==> src/rtl/recovery_sequencer_pkg.sv <==
`default_nettype none
// ============================================================================
// recovery_sequencer_pkg : shared sizes, FSM state type and map-table packet
// Revision 1.0
// ============================================================================
package recovery_sequencer_pkg;

    localparam int SYS_XLEN                = 32;
    localparam int SYS_PHYS_REG_ADDR_WIDTH = 6;
    localparam int SYS_ARCH_REGS           = 32;
    localparam int SYS_REC_LANES           = 4;

    typedef enum logic [2:0] {
        REC_IDLE     = 3'd0,
        REC_SQUASH   = 3'd1,
        REC_RESTORE  = 3'd2,
        REC_DRAIN    = 3'd3,
        REC_REDIRECT = 3'd4,
        REC_HALTED   = 3'd5
    } REC_STATE;

    typedef struct packed {
        logic                                               en;
        logic [$clog2(SYS_ARCH_REGS)-1:0]                   base;
        logic [SYS_REC_LANES*SYS_PHYS_REG_ADDR_WIDTH-1:0]   data;
    } MT_RESTORE_PACKET;

endpackage
`default_nettype wire

==> src/rtl/recovery_sequencer.sv <==
`default_nettype none
// ============================================================================
// recovery_sequencer : squash -> chunked map-table restore -> SQ drain -> redirect
// Revision 1.0
// ============================================================================
module recovery_sequencer
    import recovery_sequencer_pkg::*;
#(
    parameter int ARCH_REGS = SYS_ARCH_REGS,
    parameter int PREG_W    = SYS_PHYS_REG_ADDR_WIDTH,
    parameter int LANES     = SYS_REC_LANES,
    parameter int XLEN      = SYS_XLEN
) (
    input  logic                          clock_i,
    input  logic                          reset_i,
    input  logic                          rec_req_i,
    input  logic [XLEN-1:0]               rec_pc_i,
    input  logic [ARCH_REGS*PREG_W-1:0]   ckpt_tbl_i,
    input  logic                          halt_in_i,
    input  logic                          sq_drain_busy_i,
    output logic                          squash_o,
    output logic                          stall_dispatch_o,
    output logic                          mt_wr_en_o,
    output logic [$clog2(ARCH_REGS)-1:0]  mt_wr_base_o,
    output logic [LANES*PREG_W-1:0]       mt_wr_data_o,
    output logic                          redirect_valid_o,
    output logic [XLEN-1:0]               redirect_pc_o,
    output logic                          busy_o,
    output logic                          halted_o
);

    localparam int CHUNKS = ARCH_REGS / LANES;
    localparam int CNT_W  = (CHUNKS > 1) ? $clog2(CHUNKS) : 1;
    localparam int IDX_W  = $clog2(ARCH_REGS);
    localparam logic [CNT_W-1:0] LAST_CHUNK = CNT_W'(CHUNKS - 1);

    REC_STATE                     state_q;
    logic [CNT_W-1:0]             cnt_q;
    logic [XLEN-1:0]              snap_pc_q;
    logic [ARCH_REGS*PREG_W-1:0]  snap_tbl_q;
    logic                         squash_q;
    logic                         stall_q;
    logic                         mt_wr_en_q;
    logic [IDX_W-1:0]             mt_wr_base_q;
    logic [LANES*PREG_W-1:0]      mt_wr_data_q;
    logic                         redirect_valid_q;
    logic [XLEN-1:0]              redirect_pc_q;
    logic                         busy_q;
    logic                         halted_q;

    logic [CNT_W-1:0]             cnt_d;
    logic [IDX_W-1:0]             base_d;
    logic [LANES*PREG_W-1:0]      chunk_d;

    // Chunk presented on the next cycle: 0 when leaving SQUASH, else counter+1.
    // Entries are contiguous in the snapshot, so a chunk is a single slice.
    always_comb begin
        cnt_d   = (state_q == REC_RESTORE) ? cnt_q + 1'b1 : '0;
        base_d  = IDX_W'(int'(cnt_d) * LANES);
        chunk_d = snap_tbl_q[int'(base_d) * PREG_W +: LANES * PREG_W];
    end

    always_ff @(posedge clock_i) begin
        if (reset_i) begin
            state_q          <= REC_IDLE;
            cnt_q            <= '0;
            snap_pc_q        <= '0;
            snap_tbl_q       <= '0;
            squash_q         <= 1'b0;
            stall_q          <= 1'b0;
            mt_wr_en_q       <= 1'b0;
            mt_wr_base_q     <= '0;
            mt_wr_data_q     <= '0;
            redirect_valid_q <= 1'b0;
            redirect_pc_q    <= '0;
            busy_q           <= 1'b0;
            halted_q         <= 1'b0;
        end else begin
            squash_q         <= 1'b0;
            redirect_valid_q <= 1'b0;
            case (state_q)
                REC_IDLE: begin
                    // A recovery outranks a same-cycle halt.
                    if (rec_req_i) begin
                        snap_pc_q  <= rec_pc_i;
                        snap_tbl_q <= ckpt_tbl_i;
                        state_q    <= REC_SQUASH;
                        squash_q   <= 1'b1;
                        stall_q    <= 1'b1;
                        busy_q     <= 1'b1;
                    end else if (halt_in_i) begin
                        state_q    <= REC_HALTED;
                        stall_q    <= 1'b1;
                        halted_q   <= 1'b1;
                    end
                end
                REC_SQUASH: begin
                    state_q      <= REC_RESTORE;
                    cnt_q        <= '0;
                    mt_wr_en_q   <= 1'b1;
                    mt_wr_base_q <= base_d;
                    mt_wr_data_q <= chunk_d;
                end
                REC_RESTORE: begin
                    if (cnt_q == LAST_CHUNK) begin
                        state_q      <= REC_DRAIN;
                        cnt_q        <= '0;
                        mt_wr_en_q   <= 1'b0;
                        mt_wr_base_q <= '0;
                        mt_wr_data_q <= '0;
                    end else begin
                        cnt_q        <= cnt_d;
                        mt_wr_base_q <= base_d;
                        mt_wr_data_q <= chunk_d;
                    end
                end
                REC_DRAIN: begin
                    if (!sq_drain_busy_i) begin
                        state_q          <= REC_REDIRECT;
                        redirect_valid_q <= 1'b1;
                        redirect_pc_q    <= snap_pc_q;
                    end
                end
                REC_REDIRECT: begin
                    state_q <= REC_IDLE;
                    stall_q <= 1'b0;
                    busy_q  <= 1'b0;
                end
                REC_HALTED: begin
                    state_q <= REC_HALTED;
                end
                default: begin
                    state_q <= REC_IDLE;
                    stall_q <= 1'b0;
                    busy_q  <= 1'b0;
                end
            endcase
        end
    end

    assign squash_o         = squash_q;
    assign stall_dispatch_o = stall_q;
    assign mt_wr_en_o       = mt_wr_en_q;
    assign mt_wr_base_o     = mt_wr_base_q;
    assign mt_wr_data_o     = mt_wr_data_q;
    assign redirect_valid_o = redirect_valid_q;
    assign redirect_pc_o    = redirect_pc_q;
    assign busy_o           = busy_q;
    assign halted_o         = halted_q;

endmodule
`default_nettype wire

==> config.mk <==
export PLATFORM = sky130hd
export DESIGN_NAME = recovery_sequencer
export DESIGN_NICKNAME = d
export VERILOG_FILES = /design/src/rtl/recovery_sequencer_pkg.sv /design/src/rtl/recovery_sequencer.sv
export SDC_FILE = /design/constraint.sdc
export NUM_CORES = 1
export LEC_CHECK = 0
export BUFFER_PORTS_ARGS = -buffer_cell sky130_fd_sc_hd__buf_2
export CORE_UTILIZATION = 53
export DETAILED_ROUTE_END_ITERATION = 6
export GPL_ROUTABILITY_DRIVEN = 0
export PLACE_DENSITY_LB_ADDON = 0.15
export SYNTH_ARGS = -nofsm -noshare
export SYNTH_HDL_FRONTEND = slang
export SYNTH_SLANG_ARGS = --single-unit
==> constraint.sdc <==
create_clock -name clock_i -period 2.6 [get_ports clock_i]
set_input_delay 0.52 -clock clock_i [delete_from_list [all_inputs] [get_ports clock_i]]
set_output_delay 0.52 -clock clock_i [all_outputs]
set_load 0.03 [all_outputs]
==> reports/results.tsv, run 1 <==
stage	metric	value	unit
cells_and_area	drive_gt1_share	24.1	%
die	ios	296	
cells_and_area	register_area	0.00591	mm²
global_routing	grt_pass1_vias	10100	
clocking	post-cts-setup-buffers	0	
cells_and_area	nFillCells	1950	
global_routing	track_usage	29.0	%
synth	synth_top_area_share	49.6	%
clocking	ctsResizeCount	0	
setup_path	worstSetupPathType	flip-flop to flip-flop	
power_and_ir_drop	p_leak	5.77	nW
setup_path	cp_cell_sequence	buf_4 -> nand2b_1 -> a21oi_1 -> nor3_1 -> a221o_1	
sta	max_slew.worst_pin.slew	1010	ps
clocking	path_clk_slew	60	ps
global_routing	grt_first_pass_wirelength	54400	µm
die	die_area	0.0230	mm²
synth	synth.ff_latch_count	295	
clocking	htreeDepth	1	
power_and_ir_drop	irDropWorstVdd	550	µV
setup_path	max_stage_delay	640	ps
die	die_width	152	µm
routing	ant_nets	0	
cells_and_area	n_antenna_cell	0	
place	dpl.hpwl	23600	µm
global_routing	grt_overflow	0	
sta	relSlewSlack	32.7	%
setup_path	critical_path.top_delay_family	simple AND/OR/NAND/NOR gates	
clocking	clockRootBuffer	clkbuf_16	
clocking	cts_tree	built	
cells_and_area	fin_util	65.7	%
synth	ys.warnings.count	0	
setup_path	crit_path_start_kind	flip-flop	
run_status	status	finished clean	
setup_path	required	3040	ps
routing	firstDrtPassIters	7	
setup_path	crit_fanout	38	
synth	synth_area_leaders	dfxtp_1 (50%), nand2_1 (16%), a21oi_1 (14%), clkbuf_1 (3.7%), o32ai_1 (3.5%)	
setup_path	r2r-start	cnt_q[0]$_SDFFE_PP0P_	
clocking	clock_path_buffers	3	
setup_path	cp-startpoint	cnt_q[0]$_SDFFE_PP0P_	
cells_and_area	multiInputGateArea	0.00538	mm²
clocking	cts_num_sinks	295	
global_routing	grt_max_degree	185	
routing	wl_per_cell	17.2	µm
die	die_h	152	µm
worst_hold_path	hold_start	ckpt_tbl_i[78]	
power_and_ir_drop	power_density	825	mW/mm²
setup_path	slowest_stage	nand2b_1	
synth	postSynth.asyncResetShare	0	%
sta	setup_viol	0	
sta	setup_ws	243	ps
synth	synth_cell_types	37	
synth	synth_commonest_cells	nand2_1 (522), a21oi_1 (336), dfxtp_1 (295), clkbuf_1 (116), o32ai_1 (47)	
synth	yosysMostFrequentCell	nand2_1	
clocking	hold_buffers	0	
cells_and_area	synthToLayoutAreaGrowth	20.9	%
die	rows	54	
routing	drc	0	
sta	post-route-min-period	2360	ps
worst_hold_path	hp-class	input port to flip-flop	
routing	wirelength	34800	µm
sta	finClkSkew	11.2	ps
synth	syn_inst	1503	
synth	ys_seq_area_share	49.6	%
sta	fmax	424	MHz
setup_path	cp.buffers_inverters	1	
die	design.core.area	0.0219	mm²
sta	period_share	90.6	%
routing	drt_iter0_drc	1034	
setup_path	endpoint_kind	flip-flop	
clocking	clkLatencyLatePin	550	ps
synth	synth_edf_count	0	
place	port_buffers	293	
sta	drv_slew	0	
synth	synth_area_per_cell	7.91	µm²
run	cap_viol_max_count	0	
routing	vias	11300	
cells_and_area	nets	1949	
synth	synth_top_area_cell	dfxtp_1	
die	initial_core_util	54.3	%
setup_path	worstPathArrival	2790	ps
sta	finalSetupTns	0	ps
synth	synth_ff_type	dfxtp_1	
clocking	cts_made_buffers	30	
global_routing	antenna_found_initial	0	
synth	synth_area	0.0119	mm²
sta	rsz0062_at_grt	no	
place	dp_slack	332	ps
sta	hold_viol_final	0	
routing	viasPerCell	5.62	
power by group:
| part | total, mW | switching [mW] | internal [mW] |
|---|---|---|---|
| Sequential | 5.29 | 0.314 | 4.97 |
| Clock | 4.01 | 1.73 | 2.28 |
| Combinational | 2.56 | 1.65 | 0.914 |
| Total | 11.9 | 3.69 | 8.17 |
layer usage:
layer  wire length, µm  vias up  track usage [%]
li1                  -     5545                -
met1             15300     5237             41.8
met2             15300      488             43.2
met3              2930       71             4.91
met4              1280        0             10.9
met5                 0        -                0
through the flow:
step,power (mW),instances,instance area [µm²],hold WS [ps]
detailed placement,7.90,1966,13500,443
global route,12.4,2018,14400,191
global placement,7.84,1966,13500,436
floorplan,7.07,1504,11900,432
CTS,11.9,2018,14400,188
finish,11.9,2018,14400,199
cell families (layout without fill, tap and decap cells):
| family | after synthesis | after routing | synth area share, % |
|---|---|---|---|
| buffers and inverters | 162 | 396 | 5.59 |
| other | 1 | 2 | 0.0315 |
| multiplexers | 25 | 25 | 2.36 |
| XOR/XNOR | 1 | 1 | 0.0736 |
| AND/OR/NAND/NOR | 578 | 578 | 19.1 |
| AO/OA/AOI/OAI | 439 | 439 | 23.0 |
| adder cells (fa/ha/maj) | 2 | 2 | 0.210 |
| flip-flops | 295 | 295 | 49.6 |
worst paths after layout:
check | endpoint | slack [ps] | cells past startpoint
setup / recovery | mt_wr_data_o[2]$_SDFFE_PP0P_ | 240 | 5
setup reg to reg | mt_wr_data_o[2]$_SDFFE_PP0P_ | 240 | 5
hold reg to reg | redirect_pc_o[14]$_SDFFE_PP0P_ | 450 | 2
hold / removal | snap_tbl_q[78]$_SDFFE_PP0P_ | 200 | 3
final cells by class:
class | count | share of cell area, %
clock buffer | 44 | 6.00
clock inverter | 8 | 0.357
inverter | 27 | 0.705
multi-input combinational | 1047 | 37.4
sequential | 295 | 41.1
tap | 280 | 2.44
timing repair buffer | 317 | 12.0
cells in the final DEF (no fill, tap or decap), types with 24 or more instances in the layout:
| cell type | count |
|---|---|
| a21oi_1 | 335 |
| a221o_1 | 24 |
| buf_2 | 292 |
| clkbuf_16 | 30 |
| dfxtp_1 | 294 |
| inv_1 | 26 |
| mux2_2 | 24 |
| nand2_1 | 521 |
| nor3_1 | 28 |
| o32ai_1 | 47 |
worst min-delay path: cells and delay by family:
kind,cells,cell delay (ps)
AOI/OAI and AO/OA,1,50
and+or+nand+nor,1,50
buffers and inverters,1,90
flip-flops by register name, summed over array words and instances (netlist names):
name and count:
redirect_pc_o 32, redirect_valid_o 1, halted_o 1, mt_wr_data_o 24, stall_dispatch_o 1, snap_tbl_q 192
squash_o 1, busy_o 1, mt_wr_base_o 3, state_q 3, mt_wr_en_o 1, snap_pc_q 32
cnt_q 3
Power figures use the tool's default switching activity.
==> run 2, diff against run 1 <==
--- a/config.mk
+++ b/config.mk
@@ -5,11 +5,13 @@
 export SDC_FILE = /design/constraint.sdc
 export NUM_CORES = 1
 export LEC_CHECK = 0
+export ABC_AREA = 0
 export BUFFER_PORTS_ARGS = -buffer_cell sky130_fd_sc_hd__buf_2
 export CORE_UTILIZATION = 53
 export DETAILED_ROUTE_END_ITERATION = 6
 export GPL_ROUTABILITY_DRIVEN = 0
 export PLACE_DENSITY_LB_ADDON = 0.15
+export REMOVE_ABC_BUFFERS = 1
 export SYNTH_ARGS = -nofsm -noshare
 export SYNTH_HDL_FRONTEND = slang
 export SYNTH_SLANG_ARGS = --single-unit
==> run 2 against run 1 <==
Net effect: critical path depth is the same; count of clock-buffer cells in the layout shrank 1; power is 2.2% higher; flip-flop and latch count is the same; via count is 1.6% lower; design area grew 1.1%; die area unchanged; critical endpoint is now mt_wr_data_o[15]$_SDFFE_PP0P_.
==> reports/results.tsv, run 2 (synthesis gave the netlist of run 1 again) <==
stage	metric	value	unit
run_status	status	finished clean	
global_routing	grt_first_pass_wirelength	52200	µm
sta	post-route-min-period	2190	ps
setup_path	cp-startpoint	cnt_q[0]$_SDFFE_PP0P_	
routing	drc	0	
clocking	cts_made_buffers	31	
clocking	clkLatencyLatePin	550	ps
worst_hold_path	hp-class	input port to flip-flop	
sta	max_slew.worst_pin.slew	924	ps
setup_path	worstPathArrival	2620	ps
global_routing	antenna_found_initial	2	
sta	hold_viol_final	0	
sta	rsz0062_at_grt	no	
cells_and_area	final_cell_mix	nand2_1 (521), a21oi_1 (335), dfxtp_1 (294)	
cells_and_area	nFillCells	1946	
cells_and_area	drive_gt1_share	24.7	%
setup_path	ff2ff_setup_slack	410	ps
clocking	hold_buffers	0	
sta	period_share	84.4	%
routing	drt_iter0_drc	878	
die	rows	54	
run	cap_viol_max_count	0	
setup_path	required	3020	ps
sta	fmax	456	MHz
setup_path	endpoint	mt_wr_data_o[15]$_SDFFE_PP0P_	
cells_and_area	multiInputGateArea	0.00540	mm²
setup_path	r2r_cells	5	
cells_and_area	final_common_cell	nand2_1	
sta	finalSetupTns	0	ps
setup_path	endpoint_kind	flip-flop	
clocking	clock_path_buffers	3	
die	initial_core_util	54.3	%
global_routing	grt_overflow	0	
die	die_width	152	µm
sta	finClkSkew	14.0	ps
power_and_ir_drop	total_power	12.1	mW
clocking	clockRootBuffer	clkbuf_16	
clocking	post-cts-setup-buffers	0	
routing	firstDrtPassIters	5	
cells_and_area	largest_reg_flops	192	
global_routing	track_usage	27.4	%
clocking	ctsResizeCount	0	
clocking	path_clk_slew	60	ps
setup_path	crit_fanout	27	
sta	setup_viol	0	
cells_and_area	nets	1956	
routing	viasPerCell	5.50	
die	design.core.area	0.0219	mm²
setup_path	crit_path_start_kind	flip-flop	
routing	ant_nets	0	
clocking	cts_num_sinks	295	
cells_and_area	register_area	0.00591	mm²
clocking	htreeDepth	1	
power_and_ir_drop	irDropWorstVdd	505	µV
routing	vias	11200	
die	die_area	0.0230	mm²
setup_path	r2r-start	cnt_q[0]$_SDFFE_PP0P_	
setup_path	reg2reg_to	mt_wr_data_o[15]$_SDFFE_PP0P_	
place	port_buffers	293	
sta	relSlewSlack	38.2	%
cells_and_area	regMostFlops	snap_tbl_q	
power_and_ir_drop	power_density	833	mW/mm²
global_routing	grt_max_degree	136	
setup_path	worstSetupPathType	flip-flop to flip-flop	
place	dpl.hpwl	20800	µm
routing	wirelength	32600	µm
sta	drv_slew	0	
die	die_h	152	µm
sta	timing.hold.ws	202	ps
cells_and_area	synthToLayoutAreaGrowth	22.3	%
routing	wl_per_cell	16.1	µm
die	ios	296	
clocking	cts_tree	built	
power_and_ir_drop	p_leak	5.84	nW
global_routing	grt_pass1_vias	10300	
==> run 2: final cells by class <==
type | count | area share [%]
antenna | 2 | 0.0344
clock buffer | 43 | 6.12
clock inverter | 13 | 0.852
inverter | 27 | 0.697
multi-input combinational | 1047 | 37.2
sequential | 295 | 40.6
tap | 280 | 2.41
timing repair buffer | 323 | 12.1
==> run 2: routing by layer <==
metal  track usage [%]  wire length (µm)
met2              45.2             15300
met3              3.28              1780
met1              37.3             14600
met5                 0                 0
met4              8.57               962
==> run 2: worst min-delay path by stage <==
stage	endpoint	slack (ps)	startpoint	cells past startpoint
2_1_floorplan	redirect_pc_o[0]$_SDFFE_PP0P_	430	snap_pc_q[0]$_SDFFE_PP0P_	2
3_3_place_gp	redirect_pc_o[19]$_SDFFE_PP0P_	430	snap_pc_q[19]$_SDFFE_PP0P_	2
3_5_place_dp	redirect_pc_o[25]$_SDFFE_PP0P_	440	snap_pc_q[25]$_SDFFE_PP0P_	2
4_1_cts	snap_pc_q[1]$_SDFFE_PP0P_	190	rec_pc_i[1]	3
5_1_grt	snap_tbl_q[82]$_SDFFE_PP0P_	190	ckpt_tbl_i[82]	3
6_report	snap_pc_q[26]$_SDFFE_PP0P_	200	rec_pc_i[26]	3
==> run 2: critical path, stage by stage, from the launching register on <==
cell	delay, ps
dfxtp_2	350
or4b_4	720
buf_4	290
a221oi_2	240
o32ai_1	120
a221o_1	330
==> run 2: report_power, final <==
| part | leakage [nW] | switching, mW | internal, mW | total [mW] |
|---|---|---|---|---|
| registers | 2.41 | 0.261 | 4.97 | 5.23 |
| clock network | 0.508 | 1.78 | 2.58 | 4.35 |
| logic | 2.92 | 1.61 | 0.929 | 2.53 |
| total | 5.84 | 3.64 | 8.48 | 12.1 |
==> run 2: metrics by stage <==
step / util, % / area [µm²] / worst slack [ps] / cells
2_1_floorplan: - / 11300 / -2730 / 1369
3_3_place_gp: 61.8 / 13500 / 486 / 1972
3_5_place_dp: 61.8 / 13500 / 447 / 1972
4_1_cts: 66.4 / 14500 / 413 / 2028
5_1_grt: 66.4 / 14500 / 192 / 2030
6_report: 66.4 / 14500 / 406 / 2030
==> run 3, diff against run 2 <==
--- a/config.mk
+++ b/config.mk
@@ -5,9 +5,9 @@
 export SDC_FILE = /design/constraint.sdc
 export NUM_CORES = 1
 export LEC_CHECK = 0
-export ABC_AREA = 0
+export ABC_AREA = 1
 export BUFFER_PORTS_ARGS = -buffer_cell sky130_fd_sc_hd__buf_2
-export CORE_UTILIZATION = 53
+export CORE_UTILIZATION = 49
 export DETAILED_ROUTE_END_ITERATION = 6
 export GPL_ROUTABILITY_DRIVEN = 0
 export PLACE_DENSITY_LB_ADDON = 0.15
==> constraint.sdc (replaced) <==
create_clock -name clock_i -period 1.8 [get_ports clock_i]
set_input_delay 0.36 -clock clock_i [delete_from_list [all_inputs] [get_ports clock_i]]
set_output_delay 0.36 -clock clock_i [all_outputs]
set_load 0.03 [all_outputs]
==> run 3 against run 2 <==
Net effect: clock skew increased by 8.7 ps; worst hold slack worse by 86 ps; combinational power rose to 4.0 times the previous value; maximum frequency increased by 31%; synthesized area up 7.6%; first-iteration DRC count increased by 10%; sequential share of layout area down 3.2 points; die area rose by 16%.
==> reports/results.tsv, run 3 <==
stage	metric	value	unit
clocking	cts_num_sinks	295	
sta	setup_viol	0	
synth	postSynth.asyncResetShare	0	%
cells_and_area	largest_reg_flops	192	
global_routing	grt_pass1_vias	11700	
global_routing	antenna_found_initial	1	
global_routing	met1_usage	36.8	%
synth	synth_area_per_cell	7.10	µm²
global_routing	use_met3	4.32	%
synth	synth_top_area_cell	dfxtp_1	
synth	synth_ff_type	dfxtp_1	
cells_and_area	fin_util	62.3	%
synth	yosysMostFrequentCell	nand2_1	
clocking	clkLatencyLatePin	510	ps
synth	synth_cell_types	22	
die	initial_core_util	50.4	%
die	rows	58	
power_and_ir_drop	p_int	15.3	mW
global_routing	use_met2	44.7	%
die	die_h	164	µm
cells_and_area	synthToLayoutAreaGrowth	23.6	%
sta	finClkSkew	22.6	ps
synth	ys.warnings.count	0	
power_and_ir_drop	comb_power_share	39.8	%
sta	max_slew.worst_pin.slew	600	ps
synth	ys_seq_area_share	46.2	%
run	cap_viol_max_count	0	
routing	viasPerCell	5.50	
cells_and_area	nFillCells	2372	
routing	ant_nets	0	
die	ios	296	
clocking	path_clk_slew	60	ps
sta	hold_viol_final	0	
power_and_ir_drop	clkPwrFrac	26.4	%
routing	wirelength	37700	µm
worst_hold_path	hold-path-cell-count	3	
cells_and_area	final_common_cell	nand2_1	
global_routing	grt_busiest_layer	met2	
sta	fmax	598	MHz
routing	drt_iter0_drc	968	
synth	synth_area	0.0128	mm²
die	design.core.area	0.0254	mm²
routing	firstDrtPassIters	5	
cells_and_area	regMostFlops	snap_tbl_q	
sta	relSlewSlack	60.0	%
setup_path	crit_fanout	14	
power_and_ir_drop	swShare	40.1	%
sta	drv_slew	0	
setup_path	cp_cell_sequence	ha_4 -> ha_1 -> nand2_4 -> inv_6 -> buf_12 -> nand3_1 -> nand2_1 -> nand2_1 -> a21oi_1	
setup_path	worstSetupPathType	flip-flop to flip-flop	
setup_path	endpoint_kind	flip-flop	
synth	synth_edf_count	0	
clocking	cts_made_buffers	34	
clocking	clock_path_buffers	3	
sta	period_share	92.9	%
cells_and_area	final_cell_mix	nand2_1 (429), a21oi_1 (293), dfxtp_1 (292)	
cells_and_area	nets	2242	
cells_and_area	stdcell_area	0.0158	mm²
die	die_area	0.0268	mm²
die	die_width	164	µm
run_status	status	finished clean	
cells_and_area	n_antenna_cell	0	
power_and_ir_drop	total_power	25.5	mW
sta	finalSetupTns	0	ps
place	placed_area	0.0146	mm²
clocking	clockRootBuffer	clkbuf_16	
power_and_ir_drop	seqPwrFrac	33.8	%
power_and_ir_drop	p_leak	7.02	nW
synth	synth_commonest_cells	nand2_1 (429), dfxtp_1 (295), a21oi_1 (293), nand3_1 (292), nand4_1 (96)	
synth	synth.ff_latch_count	295	
power_and_ir_drop	irDropWorstVdd	1120	µV
clocking	htreeDepth	2	
cells_and_area	drive_gt1_share	20.4	%
global_routing	track_usage	27.4	%
synth	synth_top_area_share	46.2	%
global_routing	grt_first_pass_wirelength	59300	µm
synth	syn_inst	1803	
setup_path	required	2230	ps
setup_path	cpMostUsedCell	nand2_1	
worst_hold_path	hp-class	input port to flip-flop	
setup_path	crit_path_start_kind	flip-flop	
place	dpl.hpwl	23800	µm
global_routing	grt_overflow	0	
sta	rsz0062_at_grt	no	
power_and_ir_drop	power_density	1610	mW/mm²
global_routing	grt_max_degree	126	
clocking	cts_tree	built	
synth	synth_area_leaders	dfxtp_1 (46%), nand2_1 (13%), a21oi_1 (11%), nand3_1 (11%), nand4_1 (4.7%)	
setup_path	r2r_cells	9	
place	port_buffers	293	
setup_path	slowest_stage	dfxtp_2	
routing	drc	0	
power_and_ir_drop	switchingPower	10.2	mW
routing	vias	13000	
setup_path	max_stage_delay	360	ps
routing	wl_per_cell	15.9	µm
sta	post-route-min-period	1670	ps
setup_path	worstPathArrival	2100	ps
clocking	hold_buffers	0	
-- run 3: path summary, 6_finish.rpt --
kind | from | endpoint | slack [ps]
max | cnt_q[0]$_SDFFE_PP0P_ | mt_wr_data_o[5]$_SDFFE_PP0P_ | 130
min | ckpt_tbl_i[109] | snap_tbl_q[109]$_SDFFE_PP0P_ | 120
max reg2reg | cnt_q[0]$_SDFFE_PP0P_ | mt_wr_data_o[5]$_SDFFE_PP0P_ | 130
min reg2reg | snap_pc_q[24]$_SDFFE_PP0P_ | redirect_pc_o[24]$_SDFFE_PP0P_ | 430
-- run 3: final cells by class --
class | instances | area, µm² | area share (%)
Sequential cell | 295 | 5910 | 37.4
Multi-Input combinational cell | 1245 | 5830 | 36.9
Timing Repair Buffer | 343 | 2200 | 13.9
Clock buffer | 52 | 1060 | 6.71
Tap cell | 330 | 413 | 2.61
Inverter | 92 | 358 | 2.26
Clock inverter | 7 | 42.5 | 0.269
-- run 3: power groups by stage --
stage | sequential, mW | combinational (mW) | clock (mW)
2_1_floorplan | 8.92 | 4.13 | 0
3_3_place_gp | 8.70 | 9.86 | 0
3_5_place_dp | 8.72 | 9.97 | 0
4_1_cts | 8.60 | 10.0 | 6.85
5_1_grt | 8.76 | 11.2 | 7.11
6_report | 8.62 | 10.1 | 6.74
-- run 3: cells by family (layout without fill, tap and decap cells) --
group                      Yosys count  after routing  synth area share, %
other                                1              2               0.0293
and+or+nand+nor                    879            879                 30.8
AOI/OAI and AO/OA                  362            362                 14.2
DFF                                295            295                 46.2
buffers and inverters              264            494                 8.64
adders and majority gates            2              2                0.196
-- run 3: per-stage QoR --
| stage | worst slack, ps | hold WS [ps] | instances |
|---|---|---|---|
| 2_1_floorplan | -4680 | 429 | 1632 |
| 3_3_place_gp | 140 | 433 | 2303 |
| 3_5_place_dp | 64.1 | 442 | 2303 |
| 4_1_cts | 41.6 | 97.6 | 2362 |
| 5_1_grt | 13.1 | 116 | 2364 |
| 6_report | 127 | 116 | 2364 |
-- run 3: critical path: cells and delay by family, from the launching register on --
kind                       cells  cell delay [ps]
and+or+nand+nor                4              360
buffers and inverters          2              280
AOI/OAI and AO/OA              1              130
DFF                            1              360
adders and majority gates      2              460
-- run 3: repair_timing --
action / CTS / global route
gates resized for setup: 0 / 7
setup endpoints to repair: 0 / 29
setup buffers: 0 / 1
-- run 3: routing by layer --
metal	vias to the layer above	share of wire (%)
met5	-	0.045
met4	2	2.4
met3	67	7.1
met2	473	46
met1	5984	44
li1	6480	-
